## config.mk

```make
export PLATFORM = sky130hd
export DESIGN_NAME = therm_ramp_gen
export DESIGN_NICKNAME = d
export VERILOG_FILES = /design/src/rtl/therm_pkg.sv /design/src/rtl/therm_classify.sv /design/src/rtl/therm_ramp_gen_chk.sv /design/src/rtl/therm_ramp_gen.sv
export SDC_FILE = /design/constraint.sdc
export NUM_CORES = 1
export LEC_CHECK = 0
export BUFFER_PORTS_ARGS = -buffer_cell sky130_fd_sc_hd__buf_4
export CAP_MARGIN = 25
export CORE_MARGIN = 3
export CORE_UTILIZATION = 55
export CTS_CLUSTER_DIAMETER = 40
export DETAILED_ROUTE_END_ITERATION = 10
export MAX_ROUTING_LAYER = met4
export PLACE_DENSITY = 0.8
export SYNTH_ARGS = -nofsm -noshare
export SYNTH_HDL_FRONTEND = slang
export SYNTH_SLANG_ARGS = --single-unit
```

## constraint.sdc

```tcl
create_clock -name clk -period 3.9 [get_ports clk]
set_clock_uncertainty 0.15 [all_clocks]
set_input_delay 0.195 -clock clk [delete_from_list [all_inputs] [get_ports clk]]
set_output_delay 0.195 -clock clk [all_outputs]
set_load 0.01 [all_outputs]
```

## src/rtl/therm_pkg.sv

```systemverilog
// Shared types and helpers for the thermometer ramp generator.
// Holds the FSM state type, the vector width and the level/thermometer helpers.
package therm_pkg;

   localparam int WIDTH = 16;
   localparam logic [4:0] MAX_LEVEL = 5'd16;

   typedef enum logic [1:0] {
      ST_IDLE = 2'd0,
      ST_RAMP = 2'd1,
      ST_HOLD = 2'd2
   } state_e;

   function automatic logic [4:0] sat_level(input logic [4:0] level);
      logic [4:0] r;
      if (level > MAX_LEVEL) begin
         r = MAX_LEVEL;
      end else begin
         r = level;
      end
      return r;
   endfunction

   // Level L fills the top L bits; bit 15 is always the first to set.
   function automatic logic [WIDTH-1:0] level_to_therm(input logic [4:0] level);
      logic [WIDTH-1:0] t;
      t = 16'h0000;
      for (int i = 0; i < WIDTH; i++) begin
         t[i] = ((i + int'(level)) >= WIDTH);
      end
      return t;
   endfunction

endpackage

```

## src/rtl/therm_classify.sv

```systemverilog
// Combinational classifier for a thermometer word: all-ones, all-zero and
// legality (ones contiguous from bit 15 downward).
module therm_classify
   import therm_pkg::*;
(
   input  logic [WIDTH-1:0] vec,
   output logic             all_ones,
   output logic             all_zero,
   output logic             legal
);

   assign all_ones = (vec == 16'hFFFF);
   assign all_zero = (vec == 16'h0000);
   // A one directly below a zero is the only way to break the thermometer form.
   assign legal    = ((vec[WIDTH-2:0] & ~vec[WIDTH-1:1]) == 15'h0000);

endmodule

```

## src/rtl/therm_ramp_gen_chk.sv

```systemverilog
// Assertion checker for therm_ramp_gen, present only when
// THERM_RAMP_GEN_CHECK_EN is defined.
`ifdef THERM_RAMP_GEN_CHECK_EN
module therm_ramp_gen_chk (
   input logic clk,
   input logic rst_n,
   input logic illegal
);

   a_never_illegal: assert property (@(posedge clk) disable iff (!rst_n) !illegal)
      else $error("therm_ramp_gen: non-thermometer word on vec");

endmodule
`endif

```

## src/rtl/therm_ramp_gen.sv

```systemverilog
// Thermometer ramp generator: accepts a fill level and ramps vec toward it
// STEP bits per cycle. Optional checker: define THERM_RAMP_GEN_CHECK_EN.
module therm_ramp_gen
   import therm_pkg::*;
#(
   parameter int STEP = 1
) (
   input  logic             clk,
   input  logic             rst_n,
   input  logic [4:0]       in_level,
   input  logic             in_valid,
   output logic             in_ready,
   output logic [WIDTH-1:0] vec,
   output logic             out_valid,
   input  logic             out_ready,
   output logic             all_ones,
   output logic             all_zero
`ifdef THERM_RAMP_GEN_CHECK_EN
   ,
   output logic             illegal
`endif
);

   localparam logic [4:0] STEP_W = 5'(STEP);

   state_e           state_r;
   state_e           state_nxt_s;
   logic [4:0]       level_r;
   logic [4:0]       level_nxt_s;
   logic [4:0]       target_r;
   logic [4:0]       target_nxt_s;
   logic [4:0]       sat_s;
   logic [WIDTH-1:0] vec_nxt_s;
   logic             ones_nxt_s;
   logic             zero_nxt_s;
   logic             legal_s;

   assign sat_s     = sat_level(in_level);
   assign vec_nxt_s = level_to_therm(level_nxt_s);

   // Next state, next level and target capture.
   always_comb begin
      state_nxt_s  = state_r;
      level_nxt_s  = level_r;
      target_nxt_s = target_r;
      case (state_r)
         ST_IDLE: begin
            if (in_valid) begin
               target_nxt_s = sat_s;
               if (sat_s == level_r) begin
                  state_nxt_s = ST_HOLD;
               end else begin
                  state_nxt_s = ST_RAMP;
               end
            end else begin
               state_nxt_s = ST_IDLE;
            end
         end
         ST_RAMP: begin
            if (target_r > level_r) begin
               if ((target_r - level_r) > STEP_W) begin
                  level_nxt_s = level_r + STEP_W;
               end else begin
                  level_nxt_s = target_r;
               end
            end else begin
               if ((level_r - target_r) > STEP_W) begin
                  level_nxt_s = level_r - STEP_W;
               end else begin
                  level_nxt_s = target_r;
               end
            end
            // Switch to HOLD on the same edge the final step lands.
            if (level_nxt_s == target_r) begin
               state_nxt_s = ST_HOLD;
            end else begin
               state_nxt_s = ST_RAMP;
            end
         end
         ST_HOLD: begin
            if (out_ready) begin
               state_nxt_s = ST_IDLE;
            end else begin
               state_nxt_s = ST_HOLD;
            end
         end
         default: begin
            state_nxt_s = ST_IDLE;
         end
      endcase
   end

   // Flags are classified from the next vec so they update with it.
   therm_classify u_classify (
      .vec      (vec_nxt_s),
      .all_ones (ones_nxt_s),
      .all_zero (zero_nxt_s),
      .legal    (legal_s)
   );

   // State and registered outputs.
   always_ff @(posedge clk) begin
      if (!rst_n) begin
         state_r   <= ST_IDLE;
         level_r   <= 5'd0;
         target_r  <= 5'd0;
         vec       <= 16'h0000;
         out_valid <= 1'b0;
         in_ready  <= 1'b1;
         all_ones  <= 1'b0;
         all_zero  <= 1'b1;
      end else begin
         state_r   <= state_nxt_s;
         level_r   <= level_nxt_s;
         target_r  <= target_nxt_s;
         vec       <= vec_nxt_s;
         out_valid <= (state_nxt_s == ST_HOLD);
         in_ready  <= (state_nxt_s == ST_IDLE);
         all_ones  <= ones_nxt_s;
         all_zero  <= zero_nxt_s;
      end
   end

`ifdef THERM_RAMP_GEN_CHECK_EN
   // Sticky illegal-word flag, aligned with the vec it describes.
   always_ff @(posedge clk) begin
      if (!rst_n) begin
         illegal <= 1'b0;
      end else begin
         illegal <= illegal | ~legal_s;
      end
   end

   therm_ramp_gen_chk u_chk (
      .clk     (clk),
      .rst_n   (rst_n),
      .illegal (illegal)
   );
`else
   logic unused_legal_s;
   assign unused_legal_s = legal_s;
`endif

endmodule

```

==> results.toml, run 1 <==
[outcome]
status = "finished, final reports clean"

[floorplan]
core_area_sq_mm = 0.00344
rows = 21
pin_count = 29
die_w_microns = 66.7
die_area_sq_mm = 0.00444
start_util = 0.588
fp.dieH_microns = 66.7

[cts]
cts_buffers = 5
clockBufferDepth = 2
cts_sinks = 32
cts-root-buf = "clkbuf_8"
cts_tree = "done"
cts_hold_buf = 0
clock_latency_ns = 0.29
postCtsSetupBuffers = 0
h-tree-depth = 2
cts_resized = 0
path_clk_slew_ns = 0.07

[synth]
synth_fp_nets = 263
synth_commonest_cells = "dfxtp_1 (32), a21oi_1 (24), nand2_1 (22), inv_1 (20), o21ai_0 (17)"
syn_area_per_cell_sq_um = 8.39
yosysSeqAreaShare = 0.317
synth_cell_types = 53
yosysMostFrequentCell = "dfxtp_1"
synth_top_family_by_area = "compound AO/OA/AOI/OAI gates"
yosys_warnings = 0
synth_top_area_cell = "dfxtp_1"
synth_compound_area_frac = 0.252
yosys.area.top_type_share = 0.317
yosys.area_share.simple = 0.182
synthAdderAreaFrac = 0.0878
synth_edf_count = 0
synth_area_leaders = "dfxtp_1 (32%), ha_1 (6.8%), xnor2_1 (6.1%), a21oi_1 (5.9%), o21ai_0 (4.2%)"
ys.flop_type = "dfxtp_1"
synthCells = 241
synth_xor_area_frac = 0.0946
synth_area_sq_mm = 0.00202
synth-seq-cells = 32
synthArstFlopShare = 0
yosys-mux-area-fraction = 0.00557

[setup_path]
endpoint_kind = "flip-flop"
r2r_end = "vec[11]"
r2r_start = "level_r[0]"
rrSetupSlack_ns = 0.50
max_stage_delay_ns = 0.42
cp.required_ns = 3.90
critPathLaunchType = "flip-flop"
crit_fanout = 8
worst-setup-path-type = "flip-flop to flip-flop"
cp.arrival_ns = 3.40
crit_chain = "inv_1 -> ha_1 -> fa_1 -> nand2b_1 -> a21oi_1 -> mux2_2 -> or3_4 -> and2_4 -> o221a_4 -> o211ai_2 -> o21ai_0"
cp_slowest_cell = "fa_1"
reg2reg_depth = 11

[power_and_ir_drop]
power_density_mw_per_mm2 = 866
peakVddDrop_mv = 0.426
power_uw = 2090
p_leak_uw = 0.00102

[timing]
fin_setup_tns_ns = 0
whs_ns = 0.0225
finalHoldViolCount = 0
slew_headroom = 0.552
finalSetupViolCount = 0
timing.final.ws_setup_ns = 0.502
rsz0062_at_grt = "no"
finalCritPeriodShare = 0.871
tightest_slew_ns = 0.671
drv_slew = 0
period_minus_slack_ns = 3.40
fmax_mhz = 294

[finish]
final_core_util = 0.700
fin_nets = 298
syn_to_final_growth_pct = 19.1
layout-drive-gt1-share = 0.199
antenna-diode-count = 0

[drt]
wl_per_cell_microns = 15.2
dr_wl_met2_mm = 2.35
top_layer = "met4"
routed-wl-met3_microns = 282
route.detailed.drc = 0
drtAntennaViolNets = 0
vias_per_cell = 5.66
drt_iter0_markers = 156
wl_met1_mm = 2.23
firstDrtPassIters = 4
wl_mm = 4.91
vias = 1822

[run]
max_cap_viol_count = 0

[min_path]
holdCritStartpoint = "in_valid"
whs_path_depth = 2
worstHoldEndpoint = "in_ready"
hold_path_class = "input port to flip-flop"

[placed_design]
port-buffer-count = 28
pre_cts_slack_ns = 0.541
place.gp.congestion = 1.04
dp_hpwl_mm = 3.75

[global_routing]
grt_pass1_wl_mm = 8.19
first_global_vias = 1750
track_usage = 0.253
grt_start_max_net_pins = 16
antenna_found_initial = 0
grt_overflow = 0
==> stage by stage <==
step	cells	cell area (sq um)
2_1_floorplan	241	2020
3_3_place_gp	315	2310
3_5_place_dp	315	2310
4_1_cts	322	2410
5_1_grt	322	2410
6_report	322	2410
==> worst max-delay path, delay by kind of cell (launching register included) <==
family / cells / cell delay, ns
compound gates: 4 / 0.95
simple gates: 3 / 0.71
buf+inv: 1 / 0.09
flops: 1 / 0.33
mux: 1 / 0.38
fa+ha+maj: 2 / 0.65
==> layout by cell type (no fill, tap or decap), types with 4 or more instances in the layout <==
cell type	n
nor2_1	12
inv_1	20
xnor2_1	14
ha_1	11
dfxtp_1	32
o21a_1	4
clkbuf_8	7
nand2_1	22
o21ai_0	17
nor3_1	4
a21oi_1	24
nand3b_1	4
nand3_1	10
buf_4	37
xor2_1	6
==> cell type report <==
cell class,instances,area (sq um)
clock buffers,7,96.3
well taps,46,57.6
flip-flops and latches,32,641
repair buffers,37,278
inverters,21,78.8
fillers,289,1030
multi-input cells,179,1260
==> logic make-up after synthesis <==
logic type,after synthesis
fa+ha+maj,13
flops,32
buf+inv,30
simple gates,71
mux,1
xor+xnor,21
compound gates,73
==> per-layer routing <==
layer,up-vias,GRT usage
met1,834,0.322
met5,-,-
met4,0,0.0812
li1,924,-
met3,5,0.0506
met2,59,0.403
==> flip-flops by register name (all words and copies together), names as in the netlist <==
name,cells
all_zero,1
vec,16
out_valid,1
target_r,5
in_ready,1
state_r,2
level_r,5
all_ones,1
==> worst max-delay path by stage <==
| stage | from | to | cells past startpoint |
|---|---|---|---|
| after floorplan | level_r[0] | vec[13] | 12 |
| after global placement | level_r[0] | vec[6] | 11 |
| after detailed placement | level_r[0] | vec[11] | 11 |
| after CTS | level_r[0] | vec[15] | 11 |
| after global routing | level_r[0] | vec[11] | 11 |
| final | level_r[0] | vec[11] | 11 |
==> report_power, final <==
part | total (uW) | leakage, uW | internal [uW] | switching [uW]
sequential | 465 | 0.000263 | 420 | 45.1
clock | 274 | 0.0000503 | 157 | 117
combinational | 1350 | 0.000702 | 564 | 785
total | 2090 | 0.00102 | 1140 | 947
No activity file was read; power rests on OpenSTA's default activity.
==> run 2: changes to the inputs <==
--- a/config.mk
+++ b/config.mk
@@ -10,3 +10,3 @@
 export CORE_MARGIN = 3
-export CORE_UTILIZATION = 55
+export CORE_UTILIZATION = 50
 export CTS_CLUSTER_DIAMETER = 40
@@ -14,3 +14,4 @@
 export MAX_ROUTING_LAYER = met4
-export PLACE_DENSITY = 0.8
+export PLACE_DENSITY = 0.74
+export SLEW_MARGIN = 15
 export SYNTH_ARGS = -nofsm -noshare
--- a/constraint.sdc
+++ b/constraint.sdc
@@ -4,2 +4,2 @@
 set_output_delay 0.195 -clock clk [all_outputs]
-set_load 0.01 [all_outputs]
+set_load 0.02 [all_outputs]
==> results.toml, run 2 (synthesis results as in run 1) <==
[outcome]
status = "finished, final reports clean"

[run]
max_cap_viol_count = 0

[timing]
slew_headroom = 0.570
tightest_slew_ns = 0.644
finalCritPeriodShare = 0.882
rsz0062_at_grt = "no"
fmax_mhz = 291
drv_slew = 0
timing.final.ws_setup_ns = 0.461
finalHoldViolCount = 0
finalSetupViolCount = 0
fin_setup_tns_ns = 0
period_minus_slack_ns = 3.44
whs_ns = 0.0242

[placed_design]
port-buffer-count = 28
dp_hpwl_mm = 3.71
pre_cts_slack_ns = 0.496
place.gp.congestion = 0.954

[setup_path]
worst-setup-path-type = "flip-flop to flip-flop"
endpoint_kind = "flip-flop"
cp.required_ns = 3.89
crit_fanout = 8
crit_chain = "inv_1 -> ha_1 -> fa_1 -> nand2b_1 -> a21oi_1 -> mux2_2 -> or3_4 -> and2_4 -> o221a_4 -> o211ai_2 -> o21ai_0"
max_stage_delay_ns = 0.42
cp_slowest_cell = "fa_1"
reg2reg_depth = 11
critPathLaunchType = "flip-flop"
rrSetupSlack_ns = 0.46
cp.arrival_ns = 3.43

[finish]
multi_input_area_sq_mm = 0.00126
largest_reg_flops = 16
syn_to_final_growth_pct = 20.5
layout-drive-gt1-share = 0.204
largestRegisters = "vec (16), level_r (5), target_r (5)"
antenna-diode-count = 0
final_common_cell = "buf_4"
fillers = 331
final_cell_mix = "buf_4 (39), dfxtp_1 (32), a21oi_1 (24)"
top_register = "vec"
fin_nets = 300
seq_area_sq_um = 641

[power_and_ir_drop]
peakVddDrop_mv = 0.430
power_uw = 2180
p_leak_uw = 0.00103
power_density_mw_per_mm2 = 892

[cts]
cts_buffers = 5
clock_latency_ns = 0.28
cts_hold_buf = 0
clockBufferDepth = 2
cts_sinks = 32
h-tree-depth = 2
cts-root-buf = "clkbuf_8"
cts_tree = "done"
cts_resized = 0
path_clk_slew_ns = 0.07
postCtsSetupBuffers = 0

[drt]
wl_per_cell_microns = 14.6
route.detailed.drc = 0
drtAntennaViolNets = 0
wl_mm = 4.76
vias = 1860
vias_per_cell = 5.69
drt_iter0_markers = 107
firstDrtPassIters = 4

[global_routing]
first_global_vias = 1723
antenna_found_initial = 0
track_usage = 0.206
grt_start_max_net_pins = 16
grt_pass1_wl_mm = 8.04
grt_overflow = 0

[floorplan]
rows = 22
start_util = 0.536
die_w_microns = 69.6
die_area_sq_mm = 0.00485
fp.dieH_microns = 69.6
pin_count = 29
core_area_sq_mm = 0.00377

[min_path]
hold_path_class = "input port to flip-flop"
whs_path_depth = 2
run 2: changes by cell type in the layout (fill, tap and decap cells not counted):
cell       before  now
bufinv_16       0    1
clkbuf_8        7    5
buf_4          37   39
clkbuf_1        0    1
clkinv_2        0    1
run 2: routing by layer:
layer  global-route usage  share of wire
met5                    -              0
met4               0.0468          0.013
met3               0.0435          0.058
met2                0.315           0.45
met1                0.281           0.47
run 2: report_power, final:
part / switching (uW) / internal [uW] / leakage, uW / total [uW]
clock: 117 / 189 / 0.0000552 / 306
sequential: 44.1 / 420 / 0.000263 / 464
combinational: 828 / 578 / 0.000710 / 1410
total: 989 / 1190 / 0.00103 / 2180
run 2: worst paths after layout:
path                from           to
max           level_r[0]       vec[9]
min             in_valid     in_ready
max reg2reg   level_r[0]       vec[9]
min reg2reg  target_r[0]  target_r[0]
run 2: critical path, delay by kind of cell (launching register included):
family          cells  cell delay, ns
compound gates      4            0.97
buf+inv             1            0.09
fa+ha+maj           2            0.65
flops               1            0.33
mux                 1            0.38
simple gates        3            0.72
run 2: stage by stage:
stage,instance area [sq um],util,std cells
finish,2440,0.647,327
global placement,2330,0.618,319
CTS,2440,0.647,327
detailed placement,2330,0.618,319
global route,2440,0.647,327
floorplan,2020,-,241
run 2: area by class of cell:
cell class                      instances  area share
Multi-Input combinational cell        179       0.516
Sequential cell                        32       0.263
Timing Repair Buffer                   39       0.120
Inverter                               21      0.0323
Clock buffer                            6      0.0298
Tap cell                               48      0.0246
Clock inverter                          2      0.0144
